File: src/rtl/mult_issue_pkg.sv
// Shared types and constants for the multiplier issue arbiter slice.
// Optional same-cycle CDB bypass is enabled with MULT_ISSUE_ARB_BYPASS_EN.
package mult_issue_pkg;

    localparam int unsigned MULT_LAT   = 4;
    localparam int unsigned MULT_TAG_W = 6;

    typedef logic [MULT_TAG_W-1:0] tag_t;

    typedef struct packed {
        tag_t        tag;
        logic [63:0] value;
    } mult_res_t;

endpackage

File: src/rtl/mult_res_fifo.sv
// Completed-result buffer: circular FIFO of {tag, product} with an occupancy count.
// Pointers wrap modulo DEPTH, so DEPTH need not be a power of two.
module mult_res_fifo
    import mult_issue_pkg::*;
#(
    parameter  int unsigned DEPTH = 6,
    localparam int unsigned PTR_W = (DEPTH > 1) ? $clog2(DEPTH) : 1,
    localparam int unsigned CNT_W = $clog2(DEPTH + 1)
) (
    input  logic             clk,
    input  logic             rst_n,
    input  logic             clr,
    input  logic             push,
    input  mult_res_t        push_data,
    input  logic             pop,
    output mult_res_t        head,
    output logic [CNT_W-1:0] count
);

    mult_res_t        mem_q [DEPTH];
    mult_res_t        mem_d [DEPTH];
    logic [PTR_W-1:0] wr_ptr_q, wr_ptr_d;
    logic [PTR_W-1:0] rd_ptr_q, rd_ptr_d;
    logic [CNT_W-1:0] cnt_q, cnt_d;
    logic             do_push;
    logic             do_pop;

    function automatic logic [PTR_W-1:0] ptr_inc(input logic [PTR_W-1:0] p);
        return (p == PTR_W'(DEPTH - 1)) ? '0 : p + PTR_W'(1);
    endfunction

    always_comb begin
        mem_d    = mem_q;
        wr_ptr_d = wr_ptr_q;
        rd_ptr_d = rd_ptr_q;
        cnt_d    = cnt_q;
        do_pop   = pop && (cnt_q != '0);
        do_push  = push && ((cnt_q < CNT_W'(DEPTH)) || do_pop);
        if (clr) begin
            // Pointers realign on flush so the next push lands at the head.
            wr_ptr_d = '0;
            rd_ptr_d = '0;
            cnt_d    = '0;
        end else begin
            if (do_push) begin
                mem_d[wr_ptr_q] = push_data;
                wr_ptr_d        = ptr_inc(wr_ptr_q);
            end
            if (do_pop) begin
                rd_ptr_d = ptr_inc(rd_ptr_q);
            end
            cnt_d = cnt_q + CNT_W'(do_push) - CNT_W'(do_pop);
        end
    end

    always_ff @(posedge clk) begin
        if (!rst_n) begin
            mem_q    <= '{default: '0};
            wr_ptr_q <= '0;
            rd_ptr_q <= '0;
            cnt_q    <= '0;
        end else begin
            mem_q    <= mem_d;
            wr_ptr_q <= wr_ptr_d;
            rd_ptr_q <= rd_ptr_d;
            cnt_q    <= cnt_d;
        end
    end

    assign head  = mem_q[rd_ptr_q];
    assign count = cnt_q;

endmodule

File: src/rtl/mult_issue_arb.sv
// Round-robin issue of operand pairs to a shared pipelined multiplier, tag shadow pipe,
// credit-limited result buffer to the CDB. Define MULT_ISSUE_ARB_BYPASS_EN for same-cycle bypass.
module mult_issue_arb
    import mult_issue_pkg::*;
#(
    parameter int unsigned NUM_REQ    = 2,
    parameter int unsigned TAG_W      = 6,
    parameter int unsigned LAT        = MULT_LAT,
    parameter int unsigned OBUF_DEPTH = 6
) (
    input  logic                     clock,
    input  logic                     reset,
    input  logic [NUM_REQ-1:0]       req_valid,
    input  logic [NUM_REQ*64-1:0]    req_mplier,
    input  logic [NUM_REQ*64-1:0]    req_mcand,
    input  logic [NUM_REQ*TAG_W-1:0] req_tag,
    output logic [NUM_REQ-1:0]       req_grant,
    input  logic                     squash,
    output logic                     mult_start,
    output logic [63:0]              mult_mplier,
    output logic [63:0]              mult_mcand,
    input  logic [63:0]              mult_product,
    input  logic                     mult_done,
    output logic                     cdb_req,
    output logic [TAG_W-1:0]         cdb_tag,
    output logic [63:0]              cdb_value,
    input  logic                     cdb_grant
);

    localparam int unsigned RR_W  = (NUM_REQ > 1) ? $clog2(NUM_REQ) : 1;
    localparam int unsigned OCC_W = $clog2(OBUF_DEPTH + 1);
    localparam int unsigned CNT_W = $clog2(OBUF_DEPTH + 1);

    logic [RR_W-1:0]  rr_q, rr_d;
    logic [OCC_W-1:0] occ_q, occ_d;

    logic             iss_valid_q, iss_valid_d;
    logic [63:0]      iss_mplier_q, iss_mplier_d;
    logic [63:0]      iss_mcand_q, iss_mcand_d;
    logic [TAG_W-1:0] iss_tag_q, iss_tag_d;

    logic [LAT-1:0]   sh_valid_q, sh_valid_d;
    logic [TAG_W-1:0] sh_tag_q [LAT];
    logic [TAG_W-1:0] sh_tag_d [LAT];

    logic             grant_any;
    logic [63:0]      sel_mplier;
    logic [63:0]      sel_mcand;
    logic [TAG_W-1:0] sel_tag;

    logic             comp_valid;
    mult_res_t        comp_res;
    mult_res_t        fifo_head;
    logic [CNT_W-1:0] fifo_count;
    logic             fifo_empty;
    logic             fifo_push;
    logic             fifo_pop;
    logic             pop_any;

    // Round-robin search from rr_q; credit and squash gate the whole grant.
    always_comb begin
        int unsigned idx;
        idx        = 0;
        req_grant  = '0;
        grant_any  = 1'b0;
        rr_d       = rr_q;
        sel_mplier = '0;
        sel_mcand  = '0;
        sel_tag    = '0;
        if (reset && !squash && (occ_q < OCC_W'(OBUF_DEPTH))) begin
            for (int unsigned k = 0; k < NUM_REQ; k++) begin
                idx = (int'(rr_q) + k) % NUM_REQ;
                if (!grant_any && req_valid[idx]) begin
                    grant_any      = 1'b1;
                    req_grant[idx] = 1'b1;
                    rr_d           = RR_W'((idx + 1) % NUM_REQ);
                    sel_mplier     = req_mplier[idx*64 +: 64];
                    sel_mcand      = req_mcand[idx*64 +: 64];
                    sel_tag        = req_tag[idx*TAG_W +: TAG_W];
                end
            end
        end
    end

    always_comb begin
        iss_valid_d  = grant_any;
        iss_mplier_d = grant_any ? sel_mplier : iss_mplier_q;
        iss_mcand_d  = grant_any ? sel_mcand  : iss_mcand_q;
        iss_tag_d    = grant_any ? sel_tag    : iss_tag_q;

        sh_valid_d[0] = iss_valid_q && !squash;
        sh_tag_d[0]   = iss_tag_q;
        for (int unsigned k = 1; k < LAT; k++) begin
            sh_valid_d[k] = sh_valid_q[k-1] && !squash;
            sh_tag_d[k]   = sh_tag_q[k-1];
        end
    end

    assign mult_start  = iss_valid_q;
    assign mult_mplier = iss_mplier_q;
    assign mult_mcand  = iss_mcand_q;

    always_comb begin
        comp_valid     = mult_done && sh_valid_q[LAT-1];
        comp_res.tag   = tag_t'(sh_tag_q[LAT-1]);
        comp_res.value = mult_product;
        fifo_empty     = (fifo_count == '0);
        fifo_pop       = cdb_grant && !fifo_empty;
`ifdef MULT_ISSUE_ARB_BYPASS_EN
        // Completion into an empty buffer is offered directly; accepted ones skip the write.
        cdb_req   = !fifo_empty || comp_valid;
        cdb_tag   = fifo_empty ? sh_tag_q[LAT-1] : TAG_W'(fifo_head.tag);
        cdb_value = fifo_empty ? mult_product    : fifo_head.value;
        fifo_push = comp_valid && !(fifo_empty && cdb_grant);
`else
        cdb_req   = !fifo_empty;
        cdb_tag   = TAG_W'(fifo_head.tag);
        cdb_value = fifo_head.value;
        fifo_push = comp_valid;
`endif
        pop_any   = cdb_req && cdb_grant;
        occ_d     = squash ? '0 : occ_q + OCC_W'(grant_any) - OCC_W'(pop_any);
    end

    mult_res_fifo #(
        .DEPTH (OBUF_DEPTH)
    ) u_obuf (
        .clk       (clock),
        .rst_n     (reset),
        .clr       (squash),
        .push      (fifo_push),
        .push_data (comp_res),
        .pop       (fifo_pop),
        .head      (fifo_head),
        .count     (fifo_count)
    );

    always_ff @(posedge clock) begin
        if (!reset) begin
            rr_q         <= '0;
            occ_q        <= '0;
            iss_valid_q  <= 1'b0;
            iss_mplier_q <= '0;
            iss_mcand_q  <= '0;
            iss_tag_q    <= '0;
            sh_valid_q   <= '0;
            sh_tag_q     <= '{default: '0};
        end else begin
            rr_q         <= rr_d;
            occ_q        <= occ_d;
            iss_valid_q  <= iss_valid_d;
            iss_mplier_q <= iss_mplier_d;
            iss_mcand_q  <= iss_mcand_d;
            iss_tag_q    <= iss_tag_d;
            sh_valid_q   <= sh_valid_d;
            sh_tag_q     <= sh_tag_d;
        end
    end

`ifndef SYNTHESIS
    // Starts not yet answered by the multiplier, squashed ones included.
    logic [7:0] sim_pend_q, sim_pend_d;

    always_comb begin
        sim_pend_d = sim_pend_q + 8'(mult_start) - 8'(mult_done);
    end

    always_ff @(posedge clock) begin
        if (!reset) begin
            sim_pend_q <= '0;
        end else begin
            sim_pend_q <= sim_pend_d;
            assert (!(mult_done && (sim_pend_q == '0)))
                else $error("mult_issue_arb: mult_done with no outstanding mult_start");
        end
    end
`endif

endmodule

File: config.mk
export PLATFORM = sky130hd
export DESIGN_NAME = mult_issue_arb
export DESIGN_NICKNAME = d
export VERILOG_FILES = /design/src/rtl/mult_issue_pkg.sv /design/src/rtl/mult_res_fifo.sv /design/src/rtl/mult_issue_arb.sv
export SDC_FILE = /design/constraint.sdc
export NUM_CORES = 1
export LEC_CHECK = 0
export CAP_MARGIN = 20
export CORE_MARGIN = 8
export CORE_UTILIZATION = 47
export DETAILED_ROUTE_END_ITERATION = 16
export PLACE_DENSITY_LB_ADDON = 0.3
export SKIP_LAST_GASP = 1
export SYNTH_ARGS = -nofsm -noshare
export SYNTH_HDL_FRONTEND = slang
export SYNTH_SLANG_ARGS = --single-unit
File: constraint.sdc
create_clock -name clock -period 2.8 [get_ports clock]
set_input_delay 0.28 -clock clock [delete_from_list [all_inputs] [get_ports clock]]
set_output_delay 0.28 -clock clock [all_outputs]
set_load 0.01 [all_outputs]
==> summary.txt <==
Run status
  – Status: complete, but fails checks
  – Violated checks: negative setup slack

Placed design
  – GP Congestion: 0.876
  – DP Cell Count: 3595
  – Port bufs: 540
  – Detailed Place HPWL: 55500 um

Critical path
  – Worst R2R Start: u_obuf.count[1]
  – R2r endpoint: u_obuf.mem_q[55]
  – Slowest stage delay, CP: 0.62 ns
  – Critical Path RT: 2.52 ns
  – Critical-path cell list: buf_12 > buf_4 > mux4_2 > inv_1 > o22ai_1 > clkdlybuf4s50_1
  – CP endpoint kind: primary output
  – Worst-path maximum fanout: 7
  – Critical path arrival: 2.58 ns
  – Buf/Inv on CP: 4
  – CP Class: reg2out
  – CP startpoint kind: register
  – Cell family with most CP delay: buffers and inverters
  – Worst R2R Setup Slack: 0.20 ns
  – Reg2Reg Depth: 5
  – Slowest cell on crit path: clkdlybuf4s50_1

STA
  – RSZ-0062 raised after global routing: true
  – Setup Skew: 0.0307 ns
  – Tcrit/Tclk final: 102%
  – Slew HR: 37.3%
  – Max Slew Vio Count: 0
  – Final Critical Period: 2.86 ns
  – Final Worst Setup Slack: -0.0583 ns
  – FMAX: 0.350 GHz
  – Hold Vio Cnt, Final: 0
  – Number of setup violations in the final report: 5
  – Worst Max-Slew Pin Slew: 0.937 ns

Logic synthesis
  – Synth cell types: 41
  – Syn_area_per_cell: 10.2 um2
  – Yosys reg bits: 596
  – Synth Area in Simple Gates: 8.93%
  – Prevailing post-synth register cell: dfxtp_1
  – Synthesized cell area: 25900 um2
  – Number of synthesized flops with an enable pin: 0
  – Synth Net Count: 2888
  – Register area share after synthesis: 46.1%
  – Async SR Flop Fraction: 0%
  – Synth Area in Adders: 0.397%
  – Synth Area in Compound Gates: 12.9%
  – Cells after Synth: 2542
  – Mux contribution to synthesized area: 25.2%
  – Synth warn: 0
  – Largest family of logic cells by synthesized area: multiplexers
  – Xor and xnor area share after synthesis: 0.102%

Power and ir drop
  – Logic pwr share: 8.9%
  – Cell Int Power: 14700 uW
  – Net Sw Power: 4460 uW
  – Switch share: 23.3%
  – Cell Pwr Density: 559 nW/um2
  – Clock power share: 45.7%
  – Maximum vdd drop: 0.000439 V
  – Leakage: 0.0144 uW
  – Seq pwr share: 45.4%

Run
  – Max_cap viols: 0

Floorplanning
  – Chip width: 251 um
  – Core Region: 54800 um2
  – I/O pin count: 541
  – Die extent in y: 251 um
  – DIE AREA: 62800 um2
  – FP Rows: 86
  – Initial cell density of the core: 47.2%

Global routing
  – Vias in the first global route: 22100
  – Global-route wire length before repair: 128000 um
  – All-layer global routing usage: 25.2%
  – Initial antenna violation count: 18
  – Largest net degree at the start of global routing: 179
  – Global route overflow: 0

Route
  – Final wirelength: 83200 um
  – Drt via density: 5.72
  – Vias after detailed routing: 21400
  – Drt initial violations: 1358
  – Detail-routed net length per standard cell: 22.3 um
  – Residual DRC: 0
  – Pre-antenna DRT Iters: 5
  – Remaining antenna violation count: 0

Clock tree
  – CTS root buf: clkbuf_16
  – Clk Latency, worst-skew pair: 0.59 ns
  – Reg clk slew, reported paths: 0.06 ns
  – Clock buffer depth: 3
  – CTS sink count: 596
  – Htree depth: 3
  – CTS Buf Count: 66
  – CTS tree: built

Layout
  – Finished Core Util: 62.5%
  – Commonest non-fill, non-tap cell in the layout: dfxtp_1
  – Share of layout cells above drive strength 1: 8.71%
  – Multi-input logic area: 12400 um2
  – FF+latch area: 11900 um2
  – Final nets: 3314
  – Fill cells: 4361
  – Area grow syn2layout: 32.4%
  – Post-Layout Cell Count: 3738
  – Commonest non-fill, non-tap cells in the layout: dfxtp_1, nand2_1, mux2i_1

Hold path
  – Hold Startpoint: req_mcand[7]
  – Hold/Removal Path Class: in2reg
  – Hold path cells: 3
  – Hold EP: mult_mcand[7]
power groups by stage:
stage / sequential [uW] / combinational [uW] / clock, uW
after floorplan: 8920 / 642 / 0
after global placement: 8870 / 1670 / 0
after detailed placement: 8870 / 1700 / 0
after CTS: 8690 / 1710 / 8930
after global routing: 8700 / 1820 / 9270
final: 8690 / 1710 / 8750
through the flow:
step / area (um2) / setup slack (ns) / power (uW) / hold slack [ns] / TNS [ns]
final: 34200 / -0.0583 / 19100 / 0.375 / -0.130
after global routing: 34200 / -0.119 / 19800 / 0.373 / -0.818
after CTS: 34100 / -0.104 / 19300 / 0.337 / -1.63
after detailed placement: 31700 / 0.257 / 10600 / 0.411 / 0
after global placement: 31700 / 0.297 / 10500 / 0.408 / 0
after floorplan: 25900 / 0.160 / 9560 / 0.406 / 0
cell usage after synthesis (all sizes together), types with 2 or more instances:
master,instances,area share (%)
mux4,70,6.1
ha,5,0.24
nor2,7,0.10
fa,2,0.15
a32oi,134,4.5
xnor2,2,0.068
and2,32,0.77
or4,7,0.21
a211oi,134,3.9
nand2,495,7.2
buf,74,2.6
mux2i,493,19
o31ai,2,0.058
or3,3,0.073
clkbuf,178,2.6
dfxtp,596,46
nand4bb,2,0.087
o22ai,70,1.7
inv,77,1.1
nor2b,2,0.048
a21oi,138,2.7
nand2b,3,0.073
nor4,2,0.048
or4b,3,0.12
layout make-up:
class,count,area share [%]
Clock inverter,21,0.753
Multi-Input combinational cell,1618,36.1
Tap cell,704,2.57
Clock buffer,98,5.68
Antenna cell,15,0.110
Sequential cell,596,34.9
Timing Repair Buffer,609,19.0
Inverter,77,0.851
worst max-delay path by stage:
stage / startpoint / end / slack [ns] / cells after the start
detailed placement: squash / u_obuf.mem_q[224] / 0.26 / 6
global route: u_obuf.rd_ptr_q[0] / cdb_tag[2] / -0.12 / 6
CTS: u_obuf.rd_ptr_q[0] / cdb_value[11] / -0.10 / 6
finish: u_obuf.rd_ptr_q[0] / cdb_tag[1] / -0.06 / 6
global placement: squash / occ_q[2] / 0.30 / 11
floorplan: occ_q[1] / occ_q[2] / 0.16 / 13
cells by family (layout without fill, tap and decap cells):
kind of cell | count (synthesis) | after routing
DFF | 596 | 596
muxes | 563 | 563
and+or+nand+nor | 563 | 564
AOI/OAI and AO/OA | 481 | 481
buffers and inverters | 329 | 805
adders and majority gates | 7 | 7
xor gates and xnor gates | 3 | 3
other | 0 | 15
tightest hold or removal path: stages:
cell and delay (ns):
clkdlybuf4s50_1 0.40, a32oi_1 0.15, a211oi_1 0.09
layer usage:
metal | up-vias | routed length (um) | track usage (%)
met5 | - | 22 | 0
met3 | 140 | 5230 | 5.75
met4 | 4 | 3010 | 11.1
li1 | 10000 | - | -
met2 | 634 | 42000 | 43.9
met1 | 10600 | 32900 | 29.4
state kept, by name, indices dropped and copies added, names as in the netlist:
| signal | count |
|---|---|
| mult_mplier | 64 |
| sh_valid_q | 4 |
| mult_mcand | 64 |
| u_obuf.rd_ptr_q | 3 |
| comp_res | 6 |
| iss_tag_q | 6 |
| u_obuf.count | 3 |
| u_obuf.wr_ptr_q | 3 |
| occ_q | 3 |
| u_obuf.mem_q | 420 |
| rr_q | 1 |
| sh_tag_d | 18 |
| mult_start | 1 |
timing repair:
| item | 4_1_cts | 5_1_grt |
|---|---|---|
| cloned | 3 | 2 |
| setup endpoints to repair | 68 | 43 |
| hold buffers | 1 | 0 |
| endpoints found under the hold margin | 4 | 0 |
| resized for setup | 39 | 38 |
| buffers inserted | 3 | 0 |
Power figures use the tool's default switching activity.
